===== src/rtl/onchip_mem_arb_pkg.sv =====
// Shared types and default geometry for the on-chip SRAM arbiter.
package onchip_mem_arb_pkg;

   localparam int DEF_ADDR_W = 13;
   localparam int DEF_DATA_W = 32;
   localparam int DEF_DEPTH  = 6500;

   typedef enum logic {
      CLEAR = 1'b0,
      RUN   = 1'b1
   } arb_state_e;

   typedef logic mst_idx_t;

endpackage


===== src/rtl/onchip_mem_rr_arb.sv =====
// Two-way round-robin grant: a lone requester wins, a tie goes to the master not granted last.
module onchip_mem_rr_arb
   import onchip_mem_arb_pkg::*;
(
   input  logic [1:0] req_i,
   input  mst_idx_t   last_grant_i,
   input  logic       enable_i,
   output logic       grant_valid_o,
   output mst_idx_t   grant_idx_o
);

   always_comb begin
      grant_valid_o = enable_i & (|req_i);
      if (req_i == 2'b11) begin
         grant_idx_o = ~last_grant_i;
      end else begin
         grant_idx_o = req_i[1];
      end
   end

endmodule


===== src/rtl/onchip_mem_arbiter.sv =====
// Round-robin sharing of one single-port on-chip SRAM between two Avalon-MM masters, 1-cycle reads.
// Define ONCHIP_MEM_ARB_CLEAR_EN to zero-fill the whole array after reset before serving masters.
module onchip_mem_arbiter
   import onchip_mem_arb_pkg::*;
#(
   parameter int ADDR_W = DEF_ADDR_W,
   parameter int DATA_W = DEF_DATA_W,
   parameter int BE_W   = DATA_W / 8,
   parameter int DEPTH  = DEF_DEPTH
) (
   input  logic              clk,
   input  logic              reset,

   input  logic [ADDR_W-1:0] m0_address,
   input  logic [BE_W-1:0]   m0_byteenable,
   input  logic              m0_read,
   input  logic              m0_write,
   input  logic [DATA_W-1:0] m0_writedata,
   output logic              m0_waitrequest,
   output logic [DATA_W-1:0] m0_readdata,
   output logic              m0_readdatavalid,

   input  logic [ADDR_W-1:0] m1_address,
   input  logic [BE_W-1:0]   m1_byteenable,
   input  logic              m1_read,
   input  logic              m1_write,
   input  logic [DATA_W-1:0] m1_writedata,
   output logic              m1_waitrequest,
   output logic [DATA_W-1:0] m1_readdata,
   output logic              m1_readdatavalid,

   output logic [ADDR_W-1:0] mem_address,
   output logic [BE_W-1:0]   mem_byteenable,
   output logic              mem_chipselect,
   output logic              mem_write,
   output logic [DATA_W-1:0] mem_writedata,
   output logic              mem_clken,
   input  logic [DATA_W-1:0] mem_readdata
);

   localparam logic [ADDR_W:0] DEPTH_LIM = (ADDR_W+1)'(DEPTH);

   arb_state_e        state_q, state_d;
   mst_idx_t          last_grant_q, rd_owner_q;
   logic              rd_pend_q, rd_oor_q;
   logic [1:0]        req;
   logic              run_en, grant_valid;
   mst_idx_t          grant_idx;
   logic [ADDR_W-1:0] sel_addr, clr_addr;
   logic [BE_W-1:0]   sel_be;
   logic [DATA_W-1:0] sel_wdata, rd_data;
   logic              sel_wr, sel_rd, sel_oor, clearing;

   assign req    = {m1_read | m1_write, m0_read | m0_write};
   assign run_en = (state_q == RUN) && !reset;

   onchip_mem_rr_arb u_rr_arb (
      .req_i         (req),
      .last_grant_i  (last_grant_q),
      .enable_i      (run_en),
      .grant_valid_o (grant_valid),
      .grant_idx_o   (grant_idx)
   );

   // A write with read also set wins; the read is silently dropped.
   always_comb begin
      sel_addr  = grant_idx ? m1_address    : m0_address;
      sel_be    = grant_idx ? m1_byteenable : m0_byteenable;
      sel_wdata = grant_idx ? m1_writedata  : m0_writedata;
      sel_wr    = grant_idx ? m1_write      : m0_write;
      sel_rd    = (grant_idx ? m1_read : m0_read) & ~sel_wr;
      sel_oor   = {1'b0, sel_addr} >= DEPTH_LIM;
   end

`ifdef ONCHIP_MEM_ARB_CLEAR_EN
   localparam arb_state_e        RST_STATE = CLEAR;
   localparam logic [ADDR_W-1:0] CLR_LAST  = ADDR_W'(DEPTH - 1);

   logic [ADDR_W-1:0] clr_cnt_q;

   always_ff @(posedge clk or posedge reset) begin
      if (reset) begin
         clr_cnt_q <= '0;
      end else if (state_q == CLEAR) begin
         clr_cnt_q <= clr_cnt_q + ADDR_W'(1);
      end
   end

   assign clr_addr = clr_cnt_q;
   assign clearing = (state_q == CLEAR) && !reset;
`else
   localparam arb_state_e RST_STATE = RUN;

   assign clr_addr = '0;
   assign clearing = 1'b0;
`endif

   always_comb begin
      state_d = state_q;
      case (state_q)
         CLEAR: begin
`ifdef ONCHIP_MEM_ARB_CLEAR_EN
            if (clr_cnt_q == CLR_LAST) begin
               state_d = RUN;
            end
`else
            state_d = RUN;
`endif
         end
         RUN: state_d = RUN;
      endcase
   end

   always_ff @(posedge clk or posedge reset) begin
      if (reset) begin
         state_q      <= RST_STATE;
         last_grant_q <= 1'b1;
         rd_pend_q    <= 1'b0;
         rd_owner_q   <= 1'b0;
         rd_oor_q     <= 1'b1;
      end else begin
         state_q   <= state_d;
         rd_pend_q <= grant_valid & sel_rd;
         if (grant_valid) begin
            last_grant_q <= grant_idx;
         end
         if (grant_valid & sel_rd) begin
            rd_owner_q <= grant_idx;
            rd_oor_q   <= sel_oor;
         end
      end
   end

   // Out-of-range commands still go out with chipselect low so the SRAM ignores them.
   always_comb begin
      mem_address    = '0;
      mem_byteenable = '0;
      mem_writedata  = '0;
      mem_chipselect = 1'b0;
      mem_write      = 1'b0;
      if (clearing) begin
         mem_address    = clr_addr;
         mem_byteenable = '1;
         mem_chipselect = 1'b1;
         mem_write      = 1'b1;
      end else if (grant_valid) begin
         mem_address    = sel_addr;
         mem_byteenable = sel_be;
         mem_writedata  = sel_wdata;
         mem_chipselect = ~sel_oor;
         mem_write      = sel_wr;
      end
   end

   assign mem_clken = 1'b1;

   assign m0_waitrequest = !(grant_valid && (grant_idx == 1'b0));
   assign m1_waitrequest = !(grant_valid && (grant_idx == 1'b1));

   assign rd_data          = rd_oor_q ? '0 : mem_readdata;
   assign m0_readdata      = rd_data;
   assign m1_readdata      = rd_data;
   assign m0_readdatavalid = rd_pend_q && (rd_owner_q == 1'b0);
   assign m1_readdatavalid = rd_pend_q && (rd_owner_q == 1'b1);

endmodule

===== config.mk =====
export PLATFORM = sky130hd
export DESIGN_NAME = onchip_mem_arbiter
export DESIGN_NICKNAME = d
export VERILOG_FILES = /design/src/rtl/onchip_mem_arb_pkg.sv /design/src/rtl/onchip_mem_rr_arb.sv /design/src/rtl/onchip_mem_arbiter.sv
export SDC_FILE = /design/constraint.sdc
export NUM_CORES = 1
export LEC_CHECK = 0
export CAP_MARGIN = 40
export CORE_AREA = 8 8 94 96
export CTS_CLUSTER_DIAMETER = 60
export DETAILED_ROUTE_END_ITERATION = 6
export DIE_AREA = 0 0 102 104
export PLACE_DENSITY = 0.91
export SYNTH_ARGS = -nofsm -noshare
export SYNTH_HDL_FRONTEND = slang
export SYNTH_HIERARCHICAL = 1
export SYNTH_SLANG_ARGS = --single-unit

===== constraint.sdc =====
create_clock -name clk -period 2 [get_ports clk]
set_input_delay 0.4 -clock clk [delete_from_list [all_inputs] [get_ports clk]]
set_output_delay 0.4 -clock clk [all_outputs]
set_load 0.01 [all_outputs]

==> metrics.txt, run 1 <==
# TYPE chip_impl_metric gauge
chip_impl_metric{name="grt_antenna_before_repair",unit=""} 1
chip_impl_metric{name="final_util",unit="%"} 61.14
chip_impl_info{name="failed_checks",value="negative setup slack"} 1
chip_impl_metric{name="num_antenna_cells",unit=""} 0
chip_impl_metric{name="number_of_h_tree_levels",unit=""} 1
chip_impl_metric{name="maxClockFrequency",unit="GHz"} 0.4403
chip_impl_info{name="timing.critical_path.mode_cell",value="sky130_fd_sc_hd__buf_6"} 1
chip_impl_metric{name="flow.area_growth_from_synthesis",unit="%"} 190.4
chip_impl_metric{name="dr_wl_met3",unit="um"} 1265
chip_impl_metric{name="number_of_warnings_printed_during_yosys_synthesis",unit=""} 6
chip_impl_info{name="ys.flop_type",value="sky130_fd_sc_hd__dfstp_2"} 1
chip_impl_metric{name="setup_viol",unit=""} 53
chip_impl_metric{name="clock_insertion_delay_worst_skew",unit="ns"} 0.22
chip_impl_metric{name="wl_met1",unit="um"} 3656
chip_impl_metric{name="number_of_standard_cells_after_synthesis",unit=""} 225
chip_impl_metric{name="start_util",unit="%"} 21.05
chip_impl_metric{name="drcViolationCount",unit=""} 0
chip_impl_metric{name="grt_max_degree",unit=""} 33
chip_impl_info{name="synth_top_cells_by_area",value="sky130_fd_sc_hd__mux2i_1 31%, sky130_fd_sc_hd__buf_4 19%, sky130_fd_sc_hd__nor2b_1 13%"} 1
chip_impl_metric{name="finalSetupTns",unit="ns"} -7.395
chip_impl_info{name="highest_layer",value="met5"} 1
chip_impl_metric{name="static-leakage-power",unit="nW"} 2.534
chip_impl_metric{name="final.period_utilization",unit="%"} 113.6
chip_impl_metric{name="power_density",unit="nW/um^2"} 484.6
chip_impl_metric{name="max-vdd-ir-drop",unit="mV"} 0.2442
chip_impl_info{name="synth_top_area_cell",value="sky130_fd_sc_hd__mux2i_1"} 1
chip_impl_metric{name="grt.total_usage",unit="%"} 18.12
chip_impl_metric{name="first_iter_violations",unit=""} 82
chip_impl_metric{name="dieWidth",unit="um"} 102
chip_impl_metric{name="postRouteAntennaNets",unit=""} 0
chip_impl_metric{name="post_synth_edffs",unit=""} 0
chip_impl_info{name="tritoncts",value="built"} 1
chip_impl_metric{name="finalNetCount",unit=""} 630
chip_impl_metric{name="synthArstFlopShare",unit="%"} 100.0
chip_impl_metric{name="first_global_vias",unit=""} 2860
chip_impl_metric{name="port_buffers",unit=""} 254
chip_impl_metric{name="dieArea",unit="sq um"} 10610
chip_impl_metric{name="final-hold-violation-count",unit=""} 0
chip_impl_metric{name="critical_path_arrival",unit="ns"} 1.87
chip_impl_metric{name="finalMaxSlewViolations",unit=""} 0
chip_impl_metric{name="routedWlPerCell",unit="um"} 18.42
chip_impl_metric{name="power_frac_comb",unit="%"} 87.0
chip_impl_metric{name="clock_tree.buffer_depth",unit=""} 2
chip_impl_metric{name="worst_clock_skew",unit="ns"} 0.001231
chip_impl_metric{name="num_rows",unit=""} 32
chip_impl_metric{name="syn-num-nets",unit=""} 361
chip_impl_metric{name="clock-sinks",unit=""} 4
chip_impl_metric{name="worst_slack",unit="ns"} -0.2711
chip_impl_metric{name="power_frac_clock",unit="%"} 7.8
chip_impl_metric{name="globalplace.congestion",unit=""} 0.8323
chip_impl_metric{name="routed_wl",unit="um"} 10940
chip_impl_metric{name="global_route.overflow_total",unit=""} 0
chip_impl_metric{name="grt_pass1_wl",unit="um"} 15260
chip_impl_info{name="worst-setup-path-type",value="in2out"} 1
chip_impl_metric{name="critical_path.max_stage_delay",unit="ns"} 0.24
chip_impl_metric{name="cap_viol_max_count",unit=""} 0
chip_impl_metric{name="netlist-cell-type-count",unit=""} 29
chip_impl_metric{name="clk_pin_slew_worst_paths",unit="ns"} 0.03
chip_impl_metric{name="core",unit="sq um"} 7447
chip_impl_metric{name="switching_share",unit="%"} 39.40
chip_impl_metric{name="synth.avg_cell_area",unit="sq um"} 6.968
chip_impl_metric{name="die-height",unit="um"} 104
chip_impl_metric{name="power_report.internal_total",unit="W"} 0.001337
chip_impl_metric{name="num_io_pins",unit=""} 256
chip_impl_info{name="cts_root_buffer",value="sky130_fd_sc_hd__clkbuf_8"} 1
chip_impl_metric{name="synth.cell_area",unit="sq um"} 1568
chip_impl_metric{name="crit_fanout",unit=""} 4
chip_impl_metric{name="detail_route.first_pass.iterations",unit=""} 4
chip_impl_metric{name="power_switching",unit="W"} 0.0008693
chip_impl_metric{name="num_vias",unit=""} 2600
chip_impl_metric{name="fillers",unit=""} 620
chip_impl_metric{name="sum_of_buffers_and_inverters_on_the_critical_path",unit=""} 4
chip_impl_metric{name="synth_top_area_share",unit="%"} 31.28
chip_impl_info{name="rsz_0062_raised_after_global_routing",value="true"} 1
chip_impl_metric{name="synth-seq-area-share",unit="%"} 6.544
chip_impl_metric{name="drive_gt1_share",unit="%"} 29.47
chip_impl_metric{name="postSynthRegisterBits",unit=""} 4
chip_impl_info{name="worst_setup_path_end_kind",value="output pin"} 1
chip_impl_metric{name="cts_buffers",unit=""} 3
chip_impl_metric{name="power.share.sequential",unit="%"} 5.2
chip_impl_info{name="timing.critical_path.cells",value="buf_6, or2_4, a21boi_4, buf_6, buf_12, nand2_2, nor3_2, o21a_1, o31ai_4, buf_6"} 1
chip_impl_info{name="status",value="complete, but fails checks"} 1
chip_impl_metric{name="route.met2.wl",unit="um"} 5712
chip_impl_metric{name="r2r_slack",unit="ns"} 0.07
chip_impl_info{name="timing.critical_path.slowest_stage_cell",value="sky130_fd_sc_hd__or2_4"} 1
chip_impl_info{name="kind_of_cell_adding_the_most_delay_to_the_critical_path",value="compound AO/OA/AOI/OAI gates"} 1
chip_impl_metric{name="dp_hpwl",unit="um"} 8770
chip_impl_metric{name="detail_route.vias_per_cell",unit=""} 4.377
chip_impl_info{name="critical_path.startpoint_type",value="primary input"} 1
chip_impl_metric{name="period_needed",unit="ns"} 2.271
chip_impl_metric{name="crit_required",unit="ns"} 1.60
chip_impl_info{name="min-delay-path-class",value="in2async"} 1
cell usage in the layout, fill, tap and decap left out, types with 5 or more instances in the layout:
master	n
sky130_fd_sc_hd__mux2i_2	6
sky130_fd_sc_hd__mux2i_1	43
sky130_fd_sc_hd__buf_2	50
sky130_fd_sc_hd__dlymetal6s2s_1	36
sky130_fd_sc_hd__buf_4	25
sky130_fd_sc_hd__nand2_1	5
sky130_fd_sc_hd__nor2_1	48
sky130_fd_sc_hd__buf_12	10
sky130_fd_sc_hd__dlygate4sd2_1	24
sky130_fd_sc_hd__buf_6	27
sky130_fd_sc_hd__clkdlybuf4s50_1	137
sky130_fd_sc_hd__nor2b_1	32
power groups by stage:
| stage | registers, W | clock network (W) | logic, W |
|---|---|---|---|
| 2_1_floorplan | 0.000114 | 0 | 0.000843 |
| 3_3_place_gp | 0.000116 | 0 | 0.00181 |
| 3_5_place_dp | 0.000116 | 0 | 0.00184 |
| 4_1_cts | 0.000115 | 0.000173 | 0.00190 |
| 5_1_grt | 0.000117 | 0.000178 | 0.00205 |
| 6_report | 0.000115 | 0.000171 | 0.00192 |
worst paths after layout:
check                        startpoint        endpoint  cells after the start
hold reg to reg            last_grant_q    last_grant_q                      2
setup / recovery               m1_write  mem_chipselect                     10
setup reg to reg           last_grant_q        rd_oor_q                      9
hold / removal                    reset       rd_pend_q                      3
min in group clk           last_grant_q    last_grant_q                      2
max in group asynchronous         reset        rd_oor_q                      3
kinds of logic (layout without fill, tap and decap cells):
group                  Yosys count  count (layout)  synth area share (%)
buffers and inverters           53             320                 22.51
DFF                              4               4                 6.544
muxes                           49              49                 31.28
other                            1               1                0.2392
and+or+nand+nor                103             103                 32.80
AOI/OAI and AO/OA               15              15                 6.624
sequential cells by signal, summed over array words and instances (netlist names):
signal / cells
rd_owner_q: 1
rd_oor_q: 1
last_grant_q: 1
rd_pend_q: 1
layout make-up:
cell class / instances / area, sq um / area share [%]
Tap cell: 102 / 127.6 / 2.803
Clock buffer: 3 / 41.29 / 0.9068
Multi-Input combinational cell: 168 / 1234 / 27.10
Inverter: 5 / 18.77 / 0.4122
Timing Repair Buffer: 312 / 3029 / 66.53
Sequential cell: 4 / 102.6 / 2.253
tightest hold or removal path: stages:
cell	delay (ns)
sky130_fd_sc_hd__dlymetal6s2s_1	0.13
sky130_fd_sc_hd__inv_2	0.05
sky130_fd_sc_hd__buf_4	0.12
synthesized netlist by cell type (all sizes together) (2+ instances only):
library cell	n
o21ai	3
mux2i	49
dfrtp	2
clkbuf	8
inv	5
o21a	2
nor3b	2
nand2b	2
a21oi	4
buf	40
nand2	7
dfstp	2
nor2	49
nor3	3
nor2b	33
or2	2
per-stage QoR:
step / hold WS [ns] / power (W) / worst slack, ns / instance area, sq um / cells
global placement: 0.4799 / 0.001922 / -0.9415 / 4156 / 556
detailed placement: 0.4841 / 0.001955 / -0.9925 / 4156 / 556
CTS: 0.4679 / 0.002184 / -0.2831 / 4267 / 586
finish: 0.1663 / 0.002206 / -0.2711 / 4553 / 594
floorplan: 0.1730 / 0.0009571 / 0.003751 / 1603 / 225
global route: 0.1902 / 0.002342 / -0.3191 / 4553 / 594
what timing repair did:
action | CTS | global route
setup buffers | 25 | 11
gates cloned | 2 | 1
pin swaps | 11 | 29
gates resized for setup | 278 | 73
setup endpoints to repair | 79 | 89
hold buffers | 0 | 0
hold endpoints to repair | 0 | 0
per-layer routing:
layer  global-route usage [%]  vias to the layer above
met1                    15.86                     1162
li1                         -                     1242
met5                        0                        -
met3                    7.028                       22
met2                    35.72                      172
met4                    5.561                        2
(Power assumes the default switching activity.)
==> inputs of run 2 (changes only) <==
--- a/config.mk
+++ b/config.mk
@@ -11,6 +11,7 @@
 export DETAILED_ROUTE_END_ITERATION = 6
 export DIE_AREA = 0 0 102 104
 export PLACE_DENSITY = 0.91
+export REMOVE_ABC_BUFFERS = 1
 export SYNTH_ARGS = -nofsm -noshare
 export SYNTH_HDL_FRONTEND = slang
 export SYNTH_HIERARCHICAL = 1
==> run 2 against run 1 <==
Compared with the run above: the run still ends with negative setup slack left; worst hold slack better by 0.30 ns; clock power is 5% higher; global-route usage is 0.49 points lower; final cell count is 0.84% lower; sequential cell count stayed put; clock skew is 0.0037 ns higher; register-to-register slack better by 0.09 ns.
==> metrics.txt, run 2 (synthesis results as in run 1) <==
# TYPE chip_impl_metric gauge
chip_impl_metric{name="number_of_h_tree_levels",unit=""} 1
chip_impl_metric{name="switching_share",unit="%"} 39.62
chip_impl_metric{name="drive_gt1_share",unit="%"} 26.08
chip_impl_metric{name="final.period_utilization",unit="%"} 112.6
chip_impl_info{name="worst_setup_path_end_kind",value="output pin"} 1
chip_impl_metric{name="grt_pass1_wl",unit="um"} 14970
chip_impl_metric{name="crit_fanout",unit=""} 5
chip_impl_metric{name="clk_pin_slew_worst_paths",unit="ns"} 0.04
chip_impl_metric{name="dieWidth",unit="um"} 102
chip_impl_metric{name="power_report.internal_total",unit="W"} 0.001302
chip_impl_metric{name="num_io_pins",unit=""} 256
chip_impl_metric{name="finalNetCount",unit=""} 624
chip_impl_metric{name="worstRegToRegCells",unit=""} 7
chip_impl_metric{name="power_frac_comb",unit="%"} 86.3
chip_impl_metric{name="detail_route.first_pass.iterations",unit=""} 4
chip_impl_metric{name="maxClockFrequency",unit="GHz"} 0.4441
chip_impl_info{name="failed_checks",value="negative setup slack"} 1
chip_impl_metric{name="final-hold-violation-count",unit=""} 0
chip_impl_metric{name="clock_tree.buffer_depth",unit=""} 2
chip_impl_metric{name="globalplace.congestion",unit=""} 0.7878
chip_impl_metric{name="crit_required",unit="ns"} 1.60
chip_impl_metric{name="power_switching",unit="W"} 0.0008540
chip_impl_metric{name="grt.total_usage",unit="%"} 17.63
chip_impl_metric{name="flow.area_growth_from_synthesis",unit="%"} 182.6
chip_impl_info{name="final_common_cell",value="sky130_fd_sc_hd__clkdlybuf4s50_1"} 1
chip_impl_info{name="min-delay-path-class",value="in2async"} 1
chip_impl_metric{name="dp_hpwl",unit="um"} 8858
chip_impl_metric{name="static-leakage-power",unit="nW"} 2.390
chip_impl_metric{name="port_buffers",unit=""} 254
chip_impl_metric{name="r2r_slack",unit="ns"} 0.16
chip_impl_metric{name="detail_route.vias_per_cell",unit=""} 4.290
chip_impl_metric{name="drcViolationCount",unit=""} 0
chip_impl_info{name="critical_path_launch_point",value="m0_read"} 1
chip_impl_metric{name="clock_insertion_delay_worst_skew",unit="ns"} 0.22
chip_impl_metric{name="die-height",unit="um"} 104
chip_impl_metric{name="grt_max_degree",unit=""} 30
chip_impl_metric{name="power_frac_clock",unit="%"} 8.3
chip_impl_metric{name="routedWlPerCell",unit="um"} 17.67
chip_impl_metric{name="first_global_vias",unit=""} 2968
chip_impl_info{name="worst-setup-path-type",value="in2out"} 1
chip_impl_info{name="critical_path.startpoint_type",value="primary input"} 1
chip_impl_metric{name="placedCellCount",unit=""} 553
chip_impl_metric{name="num_antenna_cells",unit=""} 0
chip_impl_metric{name="worst_slack",unit="ns"} -0.2518
chip_impl_info{name="final_cell_mix",value="135 x sky130_fd_sc_hd__clkdlybuf4s50_1, 49 x sky130_fd_sc_hd__nor2_1, 46 x sky130_fd_sc_hd__dlygate4sd2_1"} 1
chip_impl_metric{name="routed_wl",unit="um"} 10410
chip_impl_info{name="rsz_0062_raised_after_global_routing",value="true"} 1
chip_impl_metric{name="grt_antenna_before_repair",unit=""} 0
chip_impl_metric{name="first_iter_violations",unit=""} 26
chip_impl_metric{name="setup_viol",unit=""} 52
chip_impl_metric{name="critical_path_arrival",unit="ns"} 1.85
chip_impl_info{name="status",value="complete, but fails checks"} 1
chip_impl_metric{name="power.share.sequential",unit="%"} 5.4
chip_impl_metric{name="cts_buffers",unit=""} 3
chip_impl_metric{name="num_vias",unit=""} 2527
chip_impl_metric{name="start_util",unit="%"} 21.05
chip_impl_metric{name="clock-sinks",unit=""} 4
chip_impl_metric{name="max-vdd-ir-drop",unit="mV"} 0.1910
chip_impl_metric{name="dieArea",unit="sq um"} 10610
chip_impl_metric{name="cap_viol_max_count",unit=""} 0
chip_impl_metric{name="global_route.overflow_total",unit=""} 0
chip_impl_info{name="cts_root_buffer",value="sky130_fd_sc_hd__clkbuf_8"} 1
chip_impl_metric{name="period_needed",unit="ns"} 2.252
chip_impl_metric{name="post_layout_nonfiller_instances",unit=""} 589
chip_impl_info{name="tritoncts",value="built"} 1
chip_impl_metric{name="final_util",unit="%"} 59.49
chip_impl_metric{name="postRouteAntennaNets",unit=""} 0
chip_impl_metric{name="finalMaxSlewViolations",unit=""} 0
chip_impl_metric{name="num_rows",unit=""} 32
chip_impl_metric{name="core",unit="sq um"} 7447
chip_impl_info{name="reg2reg_start",value="last_grant_q"} 1
chip_impl_metric{name="worst_clock_skew",unit="ns"} 0.004882
chip_impl_metric{name="power_density",unit="nW/um^2"} 486.6
## run 2: cell types whose count changed in the layout (fill, tap and decap cells not counted), sizes merged
| cell | before | now |
|---|---|---|
| clkbuf | 4 | 21 |
| dlymetal6s2s | 36 | 23 |
| dlygate4sd2 | 24 | 46 |
| clkdlybuf4s50 | 137 | 135 |
| clkdlybuf4s15 | 0 | 1 |
| buf | 114 | 84 |
## run 2: final timing paths
check,end
max,mem_chipselect
min,rd_pend_q
max reg2reg,rd_oor_q
min reg2reg,last_grant_q
max in group asynchronous,rd_oor_q
min in group clk,last_grant_q
## run 2: final cells by class
type	count	area [sq um]
Inverter	5	18.77
Fill cell	663	3017
Multi-Input combinational cell	168	1216
Tap cell	102	127.6
Timing Repair Buffer	306	2920
Clock buffer	4	45.04
Sequential cell	4	102.6
## run 2: layer usage
layer	vias up	GRT usage (%)	share of wire, %
met3	14	7.430	12
li1	1234	-	-
met5	-	0	0
met1	1116	13.90	31
met4	0	5.037	2.0
met2	163	36.32	54
## run 2: power by group through the flow
stage	clock network [W]	registers [W]	logic, W
floorplan	0	0.000150	0.000600
global placement	0	0.000116	0.00178
detailed placement	0	0.000117	0.00183
CTS	0.000180	0.000116	0.00182
global route	0.000191	0.000118	0.00199
finish	0.000179	0.000116	0.00186
## run 2: repair_timing
item / 4_1_cts / 5_1_grt
hold buffers: 0 / 0
buffers inserted: 16 / 11
gates resized for setup: 231 / 61
setup endpoints to repair: 97 / 78
gates cloned: 3 / 2
pin swaps: 8 / 3
## run 2: metrics by stage
stage	area (sq um)	total power [W]	hold WS (ns)	setup TNS, ns	worst slack, ns
floorplan	1234	0.0007500	0.1730	-102.41	-2.236
global placement	4111	0.001900	0.4792	-50.74	-1.028
detailed placement	4111	0.001942	0.4855	-53.68	-1.085
CTS	4257	0.002119	0.4623	-9.917	-0.3159
global route	4431	0.002303	0.4742	-10.03	-0.3206
finish	4431	0.002156	0.4673	-7.108	-0.2518
## run 2: worst max-delay path: stages
cell and delay, ns:
sky130_fd_sc_hd__buf_6 0.09, sky130_fd_sc_hd__or2_4 0.25, sky130_fd_sc_hd__a21boi_4 0.22, sky130_fd_sc_hd__buf_6 0.16, sky130_fd_sc_hd__and2b_1 0.21, sky130_fd_sc_hd__a32oi_2 0.19, sky130_fd_sc_hd__nand2_1 0.10, sky130_fd_sc_hd__o31ai_2 0.06
sky130_fd_sc_hd__buf_2 0.18
==> inputs of run 3 (changes only) <==
--- a/config.mk
+++ b/config.mk
@@ -6,11 +6,11 @@
 export NUM_CORES = 1
 export LEC_CHECK = 0
 export CAP_MARGIN = 40
-export CORE_AREA = 8 8 94 96
+export CORE_AREA = 2 2 99 101
 export CTS_CLUSTER_DIAMETER = 60
 export DETAILED_ROUTE_END_ITERATION = 6
-export DIE_AREA = 0 0 102 104
-export PLACE_DENSITY = 0.91
+export DIE_AREA = 0 0 101 103
+export PLACE_DENSITY = 0.77
 export REMOVE_ABC_BUFFERS = 1
 export SYNTH_ARGS = -nofsm -noshare
 export SYNTH_HDL_FRONTEND = slang
==> run 3 against run 2 <==
Compared with the run above: the run still ends with negative setup slack left; worst setup slack lost 0.053 ns; critical endpoint unchanged; final area grew 4.6%; final cell count grew 2.5%; sequential power is essentially flat; non-clock buffer count grew 2; power grew 4.7%.
==> metrics.txt, run 3 (synthesis results as in run 1) <==
# TYPE chip_impl_metric gauge
chip_impl_metric{name="core",unit="sq um"} 9459
chip_impl_info{name="tritoncts",value="built"} 1
chip_impl_metric{name="grt.total_usage",unit="%"} 17.86
chip_impl_metric{name="placed_area",unit="sq um"} 4141
chip_impl_metric{name="clk_pin_slew_worst_paths",unit="ns"} 0.03
chip_impl_metric{name="postRouteAntennaNets",unit=""} 0
chip_impl_metric{name="setup_viol",unit=""} 53
chip_impl_metric{name="num_vias",unit=""} 2586
chip_impl_info{name="failed_checks",value="negative setup slack"} 1
chip_impl_metric{name="start_util",unit="%"} 16.57
chip_impl_metric{name="grt_antenna_before_repair",unit=""} 1
chip_impl_metric{name="route.met2.wl",unit="um"} 5849
chip_impl_metric{name="first_global_vias",unit=""} 2562
chip_impl_metric{name="drcViolationCount",unit=""} 0
chip_impl_metric{name="period_needed",unit="ns"} 2.305
chip_impl_metric{name="grt_pass1_wl",unit="um"} 13990
chip_impl_metric{name="worst_clock_skew",unit="ns"} 0.004482
chip_impl_metric{name="crit_fanout",unit=""} 5
chip_impl_info{name="rsz_0062_raised_after_global_routing",value="true"} 1
chip_impl_metric{name="fin_area",unit="sq um"} 4634
chip_impl_metric{name="port_buffers",unit=""} 254
chip_impl_metric{name="dr_wl_met3",unit="um"} 864
chip_impl_info{name="min-delay-path-class",value="in2async"} 1
chip_impl_metric{name="num_rows",unit=""} 36
chip_impl_metric{name="global_route.overflow_total",unit=""} 0
chip_impl_metric{name="final_util",unit="%"} 48.99
chip_impl_metric{name="final.period_utilization",unit="%"} 115.2
chip_impl_metric{name="crit_required",unit="ns"} 1.60
chip_impl_metric{name="globalplace.congestion",unit=""} 0.7520
chip_impl_metric{name="number_of_h_tree_levels",unit=""} 1
chip_impl_info{name="final_cell_mix",value="136 x sky130_fd_sc_hd__clkdlybuf4s50_1, 52 x sky130_fd_sc_hd__buf_2, 49 x sky130_fd_sc_hd__nor2_1"} 1
chip_impl_metric{name="finalMaxSlewViolations",unit=""} 0
chip_impl_metric{name="r2r_slack",unit="ns"} -0.04
chip_impl_metric{name="dp_hpwl",unit="um"} 8522
chip_impl_info{name="highest_layer",value="met4"} 1
chip_impl_metric{name="dieArea",unit="sq um"} 10400
chip_impl_metric{name="cap_viol_max_count",unit=""} 0
chip_impl_metric{name="finalNetCount",unit=""} 626
chip_impl_metric{name="static-leakage-power",unit="nW"} 2.503
chip_impl_metric{name="worst_slack",unit="ns"} -0.3047
chip_impl_info{name="cts_root_buffer",value="sky130_fd_sc_hd__clkbuf_8"} 1
chip_impl_metric{name="first_iter_violations",unit=""} 29
chip_impl_metric{name="die-height",unit="um"} 103
chip_impl_info{name="status",value="complete, but fails checks"} 1
chip_impl_info{name="worst_setup_path_end_kind",value="output pin"} 1
chip_impl_metric{name="num_io_pins",unit=""} 256
chip_impl_metric{name="routed_wl",unit="um"} 10530
chip_impl_metric{name="worstRegToRegCells",unit=""} 10
chip_impl_metric{name="clock_insertion_delay_worst_skew",unit="ns"} 0.22
chip_impl_metric{name="ctsHoldBuffers",unit=""} 0
chip_impl_metric{name="detail_route.first_pass.iterations",unit=""} 4
chip_impl_info{name="critical_path.startpoint_type",value="primary input"} 1
chip_impl_metric{name="maxClockFrequency",unit="GHz"} 0.4339
chip_impl_metric{name="grt_max_degree",unit=""} 34
chip_impl_metric{name="final-hold-violation-count",unit=""} 0
chip_impl_metric{name="wl_met1",unit="um"} 3624
chip_impl_metric{name="critical_path_arrival",unit="ns"} 1.90
chip_impl_metric{name="dieWidth",unit="um"} 101
chip_impl_metric{name="power_density",unit="nW/um^2"} 486.9
chip_impl_metric{name="routedWlPerCell",unit="um"} 17.43
chip_impl_metric{name="fillers",unit=""} 914
chip_impl_metric{name="flow.area_growth_from_synthesis",unit="%"} 195.6
chip_impl_info{name="final_common_cell",value="sky130_fd_sc_hd__clkdlybuf4s50_1"} 1
chip_impl_info{name="worst-setup-path-type",value="in2out"} 1
chip_impl_metric{name="max-vdd-ir-drop",unit="mV"} 0.2441
chip_impl_metric{name="clock_tree.buffer_depth",unit=""} 2
chip_impl_metric{name="clock-sinks",unit=""} 4
chip_impl_metric{name="drive_gt1_share",unit="%"} 30.47
chip_impl_metric{name="detail_route.vias_per_cell",unit=""} 4.281
chip_impl_metric{name="cts_buffers",unit=""} 3
## run 3: worst max-delay path, stage by stage
cell,delay [ns]
sky130_fd_sc_hd__buf_6,0.09
sky130_fd_sc_hd__or2_4,0.24
sky130_fd_sc_hd__a21boi_4,0.15
sky130_fd_sc_hd__buf_6,0.13
sky130_fd_sc_hd__buf_6,0.11
sky130_fd_sc_hd__nor4_4,0.13
sky130_fd_sc_hd__a21oi_1,0.08
sky130_fd_sc_hd__o21a_2,0.16
sky130_fd_sc_hd__o31ai_4,0.24
sky130_fd_sc_hd__buf_2,0.17
## run 3: final timing paths
kind / start / end
max in group asynchronous: reset / last_grant_q
worst max register to register: last_grant_q / rd_oor_q
worst max-delay path: m1_read / mem_chipselect
min in group clk: last_grant_q / last_grant_q
worst min-delay path: reset / rd_pend_q
worst min register to register: last_grant_q / last_grant_q
## run 3: repair_timing
action,4_1_cts,5_1_grt
pin swaps,13,18
gates cloned,7,0
gates resized for setup,312,54
setup buffers,22,10
setup endpoints to repair,98,84
## run 3: power by group
group	switching [W]	internal [W]
combinational	0.000821	0.00114
clock	0.0000450	0.000136
sequential	0.0000124	0.000102
total	0.000879	0.00138
## run 3: routing by layer
layer | vias up | track usage (%)
met3 | 12 | 2.847
met1 | 1172 | 18.32
met2 | 169 | 36.97
li1 | 1233 | -
met4 | 0 | 4.782
met5 | - | 0
## run 3: cell type report
cell class | instances | area, sq um | share of cell area, %
tap | 114 | 142.6 | 3.078
antenna | 1 | 2.502 | 0.05400
clock buffer | 4 | 45.04 | 0.9719
timing repair buffer | 308 | 3038 | 65.55
inverter | 5 | 18.77 | 0.4050
multi-input combinational | 168 | 1285 | 27.73
sequential | 4 | 102.6 | 2.214
## run 3: through the flow
step | total power [W] | worst slack, ns | setup TNS (ns) | hold slack, ns | cells
2_1_floorplan | 0.0007500 | -2.236 | -102.41 | 0.1730 | 177
3_3_place_gp | 0.001894 | -1.362 | -57.72 | 0.4852 | 567
3_5_place_dp | 0.001918 | -1.375 | -59.12 | 0.5037 | 567
4_1_cts | 0.002260 | -0.3259 | -9.813 | 0.2766 | 598
5_1_grt | 0.002393 | -0.3938 | -13.16 | 0.2823 | 604
6_report | 0.002257 | -0.3047 | -9.250 | 0.2778 | 604
